$ cat src/rtl/axa_undo_pkg.sv
// ---------------------------------------------------------------------------
// axa_undo_pkg
// Shared constants and types for the AXA undo stack.
//   WORD_W    : width of one AXA word (one stack entry)
//   DEPTH_DEF : default number of stack entries
//   state_e   : controller state (RUN = normal operation, CLEAR = zeroing)
// ---------------------------------------------------------------------------
package axa_undo_pkg;

  localparam int WORD_W    = 16;
  localparam int DEPTH_DEF = 16;

  typedef enum logic {
    ST_RUN   = 1'b0,
    ST_CLEAR = 1'b1
  } state_e;

endpackage

$ cat src/rtl/undo_stack_mem.sv
// ---------------------------------------------------------------------------
// undo_stack_mem
// Storage array for the undo stack: one synchronous write port and two
// registered read ports (pop and peek). The array itself has no reset; the
// controller zeroes it by sweeping the write port. Read registers reset to 0
// so the stack outputs are clean straight out of reset.
//   clk_i, rst_ni           : clock, async active-low reset (read regs only)
//   we_i, waddr_i, wdata_i  : write port
//   pop_re_i, pop_addr_i    : pop read; pop_rdata_o holds until next pop_re_i
//   peek_addr_i             : peek read, sampled every cycle
//   pop_rdata_o, peek_rdata_o : registered read data
// ---------------------------------------------------------------------------
module undo_stack_mem #(
  parameter int DEPTH = 16,
  parameter int PTRW  = 4,
  parameter int WIDTH = 16
) (
  input  logic             clk_i,
  input  logic             rst_ni,
  input  logic             we_i,
  input  logic [PTRW-1:0]  waddr_i,
  input  logic [WIDTH-1:0] wdata_i,
  input  logic             pop_re_i,
  input  logic [PTRW-1:0]  pop_addr_i,
  input  logic [PTRW-1:0]  peek_addr_i,
  output logic [WIDTH-1:0] pop_rdata_o,
  output logic [WIDTH-1:0] peek_rdata_o
);

  logic [WIDTH-1:0] mem_q [DEPTH];
  logic [WIDTH-1:0] pop_rdata_q;
  logic [WIDTH-1:0] peek_rdata_q;

  always_ff @(posedge clk_i) begin
    if (we_i) mem_q[waddr_i] <= wdata_i;
  end

  // Reads return the pre-write contents, which gives the replace
  // (push + pop in one cycle) its pop-old-then-overwrite behaviour.
  always_ff @(posedge clk_i or negedge rst_ni) begin
    if (!rst_ni) begin
      pop_rdata_q  <= '0;
      peek_rdata_q <= '0;
    end else begin
      if (pop_re_i) pop_rdata_q <= mem_q[pop_addr_i];
      peek_rdata_q <= mem_q[peek_addr_i];
    end
  end

  assign pop_rdata_o  = pop_rdata_q;
  assign peek_rdata_o = peek_rdata_q;

endmodule

$ cat src/rtl/undo_stack_ctrl.sv
// ---------------------------------------------------------------------------
// undo_stack_ctrl
// Controller/arbiter for the AXA undo stack. Serialises pushes (old
// destination values from the ALU stage) and pops (undo/land logic) with a
// valid/ready handshake, owns the circular storage, pointer, count and error
// flags, and offers a registered peek port for SRC_UNDO operands.
//   clk_i, rst_ni                    : clock, async active-low reset
//   push_valid_i/push_data_i/push_ready_o : push handshake
//   pop_valid_i/pop_ready_o          : pop handshake
//   pop_data_o, pop_data_valid_o     : popped value (held) and 1-cycle strobe
//   peek_idx_i, peek_data_o, peek_valid_o : entry N from the top, registered
//   flush_i                          : clear the stack
//   count_o, full_o, empty_o         : occupancy
//   overflow_err_o, underflow_err_o, dropped_o, err_clr_i : sticky errors
// ---------------------------------------------------------------------------
module undo_stack_ctrl
  import axa_undo_pkg::*;
#(
  parameter int DEPTH       = DEPTH_DEF,
  parameter int PTRW        = 4,
  parameter int WIDTH       = WORD_W,
  parameter int DROP_OLDEST = 0
) (
  input  logic             clk_i,
  input  logic             rst_ni,
  input  logic             push_valid_i,
  input  logic [WIDTH-1:0] push_data_i,
  output logic             push_ready_o,
  input  logic             pop_valid_i,
  output logic             pop_ready_o,
  output logic [WIDTH-1:0] pop_data_o,
  output logic             pop_data_valid_o,
  input  logic [PTRW-1:0]  peek_idx_i,
  output logic [WIDTH-1:0] peek_data_o,
  output logic             peek_valid_o,
  input  logic             flush_i,
  output logic [PTRW:0]    count_o,
  output logic             full_o,
  output logic             empty_o,
  output logic             overflow_err_o,
  output logic             underflow_err_o,
  output logic             dropped_o,
  input  logic             err_clr_i
);

  localparam logic [PTRW:0]   DEPTH_C  = (PTRW+1)'(DEPTH);
  localparam logic [PTRW-1:0] LAST_IDX = PTRW'(DEPTH - 1);
  localparam logic            DROP_EN  = (DROP_OLDEST != 0);

  state_e            state_q, state_d;
  logic [PTRW-1:0]   top_q, top_d;     // next free slot
  logic [PTRW-1:0]   ci_q, ci_d;       // clear sweep index
  logic [PTRW:0]     count_q, count_d;
  logic              ovf_q, unf_q, drp_q;
  logic              pop_dv_q, peek_valid_q;

  logic              run, full;
  logic              push_acc, pop_acc;
  logic              mem_we;
  logic [PTRW-1:0]   mem_waddr, top_m1;
  logic [WIDTH-1:0]  mem_wdata, pop_rdata, peek_rdata;

  // ---------------- FSM: state register ----------------
  always_ff @(posedge clk_i or negedge rst_ni) begin
    if (!rst_ni) state_q <= ST_CLEAR;
    else         state_q <= state_d;
  end

  // ---------------- FSM: next state ----------------
  always_comb begin
    state_d = state_q;
    case (state_q)
      ST_CLEAR: if (!flush_i && ci_q == LAST_IDX) state_d = ST_RUN;
      ST_RUN:   if (flush_i) state_d = ST_CLEAR;
      default:  state_d = ST_CLEAR;
    endcase
  end

  // ---------------- FSM: outputs ----------------
  always_comb begin
    run          = (state_q == ST_RUN);
    full         = (count_q == DEPTH_C);
    push_ready_o = run && (!full || DROP_EN);
    pop_ready_o  = run && (count_q != '0);
    // A flush in the same cycle wins over any handshake.
    push_acc     = push_valid_i && push_ready_o && !flush_i;
    pop_acc      = pop_valid_i && pop_ready_o && !flush_i;
    top_m1       = top_q - 1'b1;
    if (!run) begin
      mem_we    = 1'b1;
      mem_waddr = ci_q;
      mem_wdata = '0;
    end else begin
      mem_we    = push_acc;
      // Replace overwrites the current top instead of the free slot.
      mem_waddr = pop_acc ? top_m1 : top_q;
      mem_wdata = push_data_i;
    end
  end

  // ---------------- pointer / count next state ----------------
  always_comb begin
    top_d   = top_q;
    count_d = count_q;
    ci_d    = ci_q;
    if (!run) begin
      ci_d = flush_i ? '0 : ci_q + 1'b1;
    end else if (flush_i) begin
      top_d   = '0;
      count_d = '0;
      ci_d    = '0;
    end else if (push_acc && !pop_acc) begin
      // When full (drop mode) the slot at top is the oldest entry, so
      // advancing top overwrites it while count saturates.
      top_d = top_q + 1'b1;
      if (!full) count_d = count_q + 1'b1;
    end else if (pop_acc && !push_acc) begin
      top_d   = top_m1;
      count_d = count_q - 1'b1;
    end
  end

  always_ff @(posedge clk_i or negedge rst_ni) begin
    if (!rst_ni) begin
      top_q        <= '0;
      ci_q         <= '0;
      count_q      <= '0;
      ovf_q        <= 1'b0;
      unf_q        <= 1'b0;
      drp_q        <= 1'b0;
      pop_dv_q     <= 1'b0;
      peek_valid_q <= 1'b0;
    end else begin
      top_q        <= top_d;
      ci_q         <= ci_d;
      count_q      <= count_d;
      // Set takes priority over err_clr.
      ovf_q        <= (run && push_valid_i && full && !DROP_EN) || (ovf_q && !err_clr_i);
      unf_q        <= (run && pop_valid_i && (count_q == '0)) || (unf_q && !err_clr_i);
      drp_q        <= (push_acc && !pop_acc && full) || (drp_q && !err_clr_i);
      pop_dv_q     <= pop_acc;
      peek_valid_q <= run && ({1'b0, peek_idx_i} < count_q);
    end
  end

  undo_stack_mem #(
    .DEPTH (DEPTH),
    .PTRW  (PTRW),
    .WIDTH (WIDTH)
  ) u_mem (
    .clk_i        (clk_i),
    .rst_ni       (rst_ni),
    .we_i         (mem_we),
    .waddr_i      (mem_waddr),
    .wdata_i      (mem_wdata),
    .pop_re_i     (pop_acc),
    .pop_addr_i   (top_m1),
    .peek_addr_i  (top_m1 - peek_idx_i),
    .pop_rdata_o  (pop_rdata),
    .peek_rdata_o (peek_rdata)
  );

  assign pop_data_o       = pop_rdata;
  assign pop_data_valid_o = pop_dv_q;
  assign peek_data_o      = peek_valid_q ? peek_rdata : '0;
  assign peek_valid_o     = peek_valid_q;
  assign count_o          = count_q;
  assign full_o           = full;
  assign empty_o          = (count_q == '0);
  assign overflow_err_o   = ovf_q;
  assign underflow_err_o  = unf_q;
  assign dropped_o        = drp_q;

endmodule
$ cat config.mk
export PLATFORM = sky130hd
export DESIGN_NAME = undo_stack_ctrl
export DESIGN_NICKNAME = d
export VERILOG_FILES = /design/src/rtl/axa_undo_pkg.sv /design/src/rtl/undo_stack_mem.sv /design/src/rtl/undo_stack_ctrl.sv
export SDC_FILE = /design/constraint.sdc
export NUM_CORES = 1
export LEC_CHECK = 0
export CORE_MARGIN = 2
export CORE_UTILIZATION = 60
export CTS_CLUSTER_DIAMETER = 120
export DETAILED_ROUTE_END_ITERATION = 16
export MAX_ROUTING_LAYER = met4
export PLACE_DENSITY = 0.79
export SYNTH_ARGS = -nofsm -noshare
export SYNTH_HDL_FRONTEND = slang
export SYNTH_HIERARCHICAL = 1
export SYNTH_SLANG_ARGS = --single-unit
$ cat constraint.sdc
create_clock -name clk_i -period 4.6 [get_ports clk_i]
set_input_delay 1.15 -clock clk_i [delete_from_list [all_inputs] [get_ports clk_i]]
set_output_delay 1.15 -clock clk_i [all_outputs]
set_load 0.01 [all_outputs]
==> results of run 1 <==
-- layout make-up --
type / count / area share [%]
clock buffers: 33 / 4.427
flip-flops and latches: 307 / 53.58
repair buffers: 118 / 6.626
inverters: 14 / 0.3141
clock inverters: 21 / 1.727
well taps: 319 / 2.386
multi-input cells: 375 / 30.94
-- worst paths after layout --
check / slack, ps / depth (start not counted) / to / start
worst max register to register: 1160 / 6 / u_mem/peek_rdata_o[8]$_DFF_PN0_ / top_q[2]$_DFFE_PN0P_
min in group asynchronous: 720 / 1 / overflow_err_o$_DFF_PN0_ / rst_ni
max in group asynchronous: 3000 / 2 / u_mem/pop_rdata_o[14]$_DFFE_PN0P_ / rst_ni
worst max-delay path: 760 / 11 / u_mem/mem_q[5][13]$_DFFE_PP_ / pop_valid_i
worst min register to register: 500 / 1 / underflow_err_o$_DFF_PN0_ / underflow_err_o$_DFF_PN0_
worst min-delay path: 500 / 1 / underflow_err_o$_DFF_PN0_ / underflow_err_o$_DFF_PN0_
-- cells by family (layout without fill, tap and decap cells) --
family	Yosys count	count (layout)	synth area share, %
compound gates	68	68	3.572
xor+xnor	15	15	0.9624
fa+ha+maj	15	15	1.405
buf+inv	67	186	2.662
flops	307	307	62.12
mux	163	163	25.15
simple gates	114	114	4.127
-- placed cells by master (no fill, tap or decap), types with 6 or more instances in the layout --
cell type        synthesis  layout
buf_4                    9      43
o21ai_0                  7       7
inv_1                   14      12
a21o_1                   6       6
nor2_1                  35      32
dfrtp_1                 50      50
edfxtp_1               256     256
nand2b_1                 6       6
o22ai_1                 16      16
nor2b_1                 18      18
clkbuf_16                0      29
xnor2_1                  7       6
a221oi_1                16      16
mux4_2                  95      95
nand2_1                 17      17
clkdlybuf4s50_1          0      70
ha_1                    13      13
and2_1                  19      19
mux4_1                  49      49
mux2i_1                 18      18
bufinv_16                0       6
-- Yosys cell counts (all sizes together) (5+ instances only) --
master	number
nor3	6
a21oi	5
nand2	17
dfrtp	50
and2	19
xnor2	8
nand2b	6
o21ai	13
buf	35
clkbuf	18
o22ai	16
mux2i	19
nor2	35
xor2	7
inv	14
edfxtp	256
a221oi	17
ha	13
a21o	6
nor2b	18
mux4	144
-- critical path, delay by kind of cell --
family,cells,cell delay (ps)
simple gates,3,500
compound gates,3,860
buf+inv,5,1550
-- stage by stage --
step / hold WS [ps] / power [uW] / instance area [um^2]
after floorplan: 526.8 / 4497 / 14430
after global placement: 480.2 / 4905 / 15700
after detailed placement: 484.5 / 4956 / 15700
after CTS: 500.5 / 7516 / 16730
after global routing: 512.1 / 7740 / 16730
final: 496.9 / 7504 / 16730
-- flip-flops by register name, indices dropped and copies added, names as in the netlist --
register,cells
overflow_err_o,1
u_mem/mem_q,256
state_q,1
top_q,4
dropped_o,1
u_mem/pop_rdata_o,16
underflow_err_o,1
pop_data_valid_o,1
u_mem/peek_rdata_o,16
count_o,5
peek_valid_o,1
ci_q,4
-- power by group --
| part | switching (uW) | internal (uW) |
|---|---|---|
| combinational | 819 | 887 |
| sequential | 84.4 | 3140 |
| clock | 1060 | 1510 |
| total | 1970 | 5540 |
-- routing by layer --
layer,vias to the layer above,routed length [um],track usage [%]
li1,3352,-,-
met2,613,18200,48.48
met3,89,4071,5.835
met1,4342,13270,41.61
met4,0,1115,9.091
met5,-,0,-
==> key figures, run 1 <==
Pwr
  • Leakage: 0.005900 uW
  • Worst VDD drop: 0.4601 mV
  • Power per cell area: 448.5 nW/um^2

Critical path
  • CP startpoint kind: input pin
  • Critical Path Sink Type: flop
  • Critical Path Fanout Max: 17
  • Most frequent CP cell: buf_4
  • Critical path required time: 4840 ps
  • Largest stage delay, worst path: 620 ps
  • Critical path arrival: 4080 ps
  • Worst setup path class: in2reg
  • Crit path cell chain: clkdlybuf4s50_1, inv_1, a2111oi_4, buf_4, nand2_1, o21ai_0, o21ai_0, buf_4, nand2b_1, nor2_1, buf_4
  • Max stage delay cell, worst path: a2111oi_4

Timing
  • Final WS setup: 764.3 ps
  • Fmax: 260.7 MHz
  • Max-slew headroom: 17.99%
  • Setup TNS: 0 ps
  • Worst Skew: 11.80 ps
  • Period utilization: 83.38%
  • Final Max Slew Viols: 0
  • Final setup fails: 0
  • Final hold viol count: 0
  • Worst Max-Slew Pin Slew: 1228 ps
  • Tmin final: 3836 ps
  • RSZ-0062 raised after global routing: no

Final layout
  • Ratio of cells with drive above 1 in the final layout: 25.12%
  • Fillers: 1404
  • Final non-filler cell total: 1187
  • Sequential cell area: 8965 um^2
  • Final core utilization: 71.07%
  • Layout area overhead: 15.94%
  • Diode count: 0
  • Multi-input gate area: 5176 um^2
  • Final Net Count: 886

Place
  • Final Wtd Congestion: 0.9223
  • Inst Count DP: 1133
  • Detailed placement HPWL: 22.62 mm
  • Buffers on Ports: 71
  • Setup WS pre-CTS: 320.8 ps

Synth
  • Top cell type's share of synthesized area: 53.27%
  • Post-synth EDFFs: 256
  • Area contributors post-synth: edfxtp_1, mux4_2, mux4_1
  • Proportion of synthesized chip area in sequential cells: 62.12%
  • Mapped Area: 14430 um^2
  • Fraction of registers with async set/reset: 16.61%
  • FF+latch count, synth: 307
  • Syn Area/Cell: 19.27 um^2
  • Yosys top cell by area: edfxtp_1
  • Cell variety after synth: 53
  • Syn nets: 790
  • Post-Synthesis Cells: 749
  • Post-synth top flop: edfxtp_1
  • Yosys warnings: 6

Global route
  • Initial antenna violation count: 0
  • Vias in the first global route: 8634
  • First-pass GRT wire length: 55.83 mm
  • Total GRT Usage: 30.67%
  • Largest net degree at the start of global routing: 65
  • Grt total ovfl: 0

Route
  • Via/cell ratio: 7.073
  • Via count: 8396
  • First-pass detailed-route iteration total: 6
  • Post-DR wirelength/cell: 30.89 um
  • Initial DRC count: 961
  • DRT Wirelength: 36.66 mm
  • DRC Markers: 0
  • ANT nets after route: 0

Floorplanning
  • Die width: 159.1 um
  • Num rows: 56
  • Die area: 25310 um^2
  • Die Y: 159.1 um
  • Io pins: 72
  • Core area: 23540 um^2
  • Initial Util: 61.30%

Clock tree
  • CTS Hold Buffers Added: 0
  • Reg clk slew, reported paths: 70 ps
  • CTS Buf Count: 29
  • CTS sink count: 307
  • Clock root cell: clkbuf_16
  • Resize count post-CTS: 0
  • Clk buf depth: 3
  • Worst-Skew Late Latency: 560 ps
  • TritonCTS clock tree: built
  • Htree depth: 1
  • Post-CTS Setup Bufs: 0

Job
  • Max cap viols: 0

Status
  • Status: complete, no violations

Worst hold path
  • Hold Crit Class: reg2reg
(Power assumes the default switching activity.)
==> inputs of run 2 (changes only) <==
- CORE_UTILIZATION: 60 -> 55
- PLACE_DENSITY: 0.79 -> 0.76
- clock period: 4.6 -> 3.49 ns (I/O delays scaled with it)
==> key figures, run 2 (synthesis results as in run 1) <==
Status
  • Status: complete, no violations

Clock tree
  • Clock root cell: clkbuf_16
  • Worst-Skew Late Latency: 560 ps
  • CTS Hold Buffers Added: 0
  • Reg clk slew, reported paths: 70 ps
  • TritonCTS clock tree: built
  • Resize count post-CTS: 0
  • CTS Buf Count: 30
  • Clk buf depth: 3
  • CTS sink count: 307
  • Post-CTS Setup Bufs: 0
  • Htree depth: 1

Floorplanning
  • Die width: 166.0 um
  • Die Y: 166.0 um
  • Num rows: 59
  • Die area: 27550 um^2
  • Io pins: 72
  • Core area: 25910 um^2
  • Initial Util: 55.70%

Final layout
  • Design Area, Final: 17050 um^2
  • Top reg by flops: u_mem/mem_q
  • Layout area overhead: 18.16%
  • Final Net Count: 921
  • Most common cell after layout, fill and taps aside: edfxtp_1
  • Ratio of cells with drive above 1 in the final layout: 27.21%
  • Final non-filler cell total: 1239
  • Max FFs per register: 256
  • Diode count: 0
  • Most frequent cells in the layout: edfxtp_1, mux4_2, buf_4, clkdlybuf4s50_1, dfrtp_1

Critical path
  • Critical Path Sink Type: output port
  • Critical path required time: 2620 ps
  • Critical path arrival: 2390 ps
  • Setup crit start: count_o[2]$_DFFE_PN0P_
  • Worst R2R Path Depth: 8
  • Critical Path Fanout Max: 7
  • Worst setup path class: reg2out
  • CP startpoint kind: flop
  • R2r startpoint: count_o[0]$_DFFE_PN0P_

Route
  • ANT nets after route: 0
  • Initial DRC count: 1013
  • First-pass detailed-route iteration total: 5
  • DRT Wirelength: 37.17 mm
  • Via/cell ratio: 6.764
  • DRC Markers: 0
  • Post-DR wirelength/cell: 30.00 um
  • Via count: 8381

Global route
  • Initial antenna violation count: 0
  • Grt total ovfl: 0
  • Largest net degree at the start of global routing: 65
  • Vias in the first global route: 8663
  • First-pass GRT wire length: 56.30 mm
  • Total GRT Usage: 28.36%

Timing
  • Worst Max-Slew Pin Slew: 1005 ps
  • Worst Skew: 22.38 ps
  • Final hold slack: 190.7 ps
  • Period utilization: 93.38%
  • Fmax: 306.9 MHz
  • Tmin final: 3259 ps
  • Final setup fails: 0
  • RSZ-0062 raised after global routing: no
  • Max-slew headroom: 32.89%
  • Final hold viol count: 0
  • Setup TNS: 0 ps
  • Final Max Slew Viols: 0

Pwr
  • NetSw: 2584 uW
  • Worst VDD drop: 0.3678 mV
  • Switching part of the total: 25.99%
  • Sequential power share: 42.9%
  • Internal power: 7358 uW
  • Part of the power in combinational logic: 23.6%
  • Leakage: 0.006091 uW
  • Final Power: 9942 uW
  • Clock share of power: 33.5%
  • Power per cell area: 583.0 nW/um^2

Place
  • Inst Count DP: 1183
  • Placed inst area: 16030 um^2
  • Detailed placement HPWL: 24.36 mm
  • Buffers on Ports: 71
  • Final Wtd Congestion: 0.9165

Worst hold path
  • Hold Crit Class: in2async

Job
  • Max cap viols: 0
run 2: power groups by stage:
stage | Clock (uW) | Sequential (uW) | Combinational (uW)
final | 3340 | 4260 | 2340
after global routing | 3520 | 4280 | 2460
after CTS | 3360 | 4260 | 2350
after detailed placement | 0 | 4330 | 2320
after global placement | 0 | 4320 | 2250
after floorplan | 0 | 4290 | 1640
run 2: worst max-delay path, stage by stage (launching register included):
cell and delay (ps):
dfrtp_1 490, nor4_4 500, and2_1 270, clkdlybuf4s50_1 560
run 2: final timing paths:
path / to / slack, ps
setup / recovery: full_o / 230
max in group asynchronous: state_q$_DFF_PN1_ / 2570
setup reg to reg: u_mem/mem_q[1][10]$_DFFE_PP_ / 480
hold reg to reg: dropped_o$_DFF_PN0_ / 520
hold / removal: u_mem/peek_rdata_o[15]$_DFF_PN0_ / 190
min in group clk_i: dropped_o$_DFF_PN0_ / 520
run 2: cell type report:
cell class | instances | area, um^2
sequential | 307 | 8965
multi-input combinational | 375 | 5169
clock buffer | 39 | 825.8
inverter | 14 | 52.55
timing repair buffer | 152 | 1426
fill | 1666 | 8859
clock inverter | 17 | 195.2
tap | 335 | 419.2
run 2: through the flow:
step           setup WS [ps]  util (%)
3_5_place_dp          -101.8     61.87
4_1_cts                223.8     65.81
6_report               231.1     65.81
3_3_place_gp          -11.65     61.87
2_1_floorplan          104.8         -
5_1_grt                162.3     65.81
run 2: routing by layer:
metal | track usage (%) | routed length [um] | up-vias
met5 | - | 0 | -
met4 | 7.713 | 1267 | 0
met3 | 4.361 | 3641 | 102
met2 | 46.04 | 18400 | 552
met1 | 38.24 | 13860 | 4309
li1 | - | - | 3418
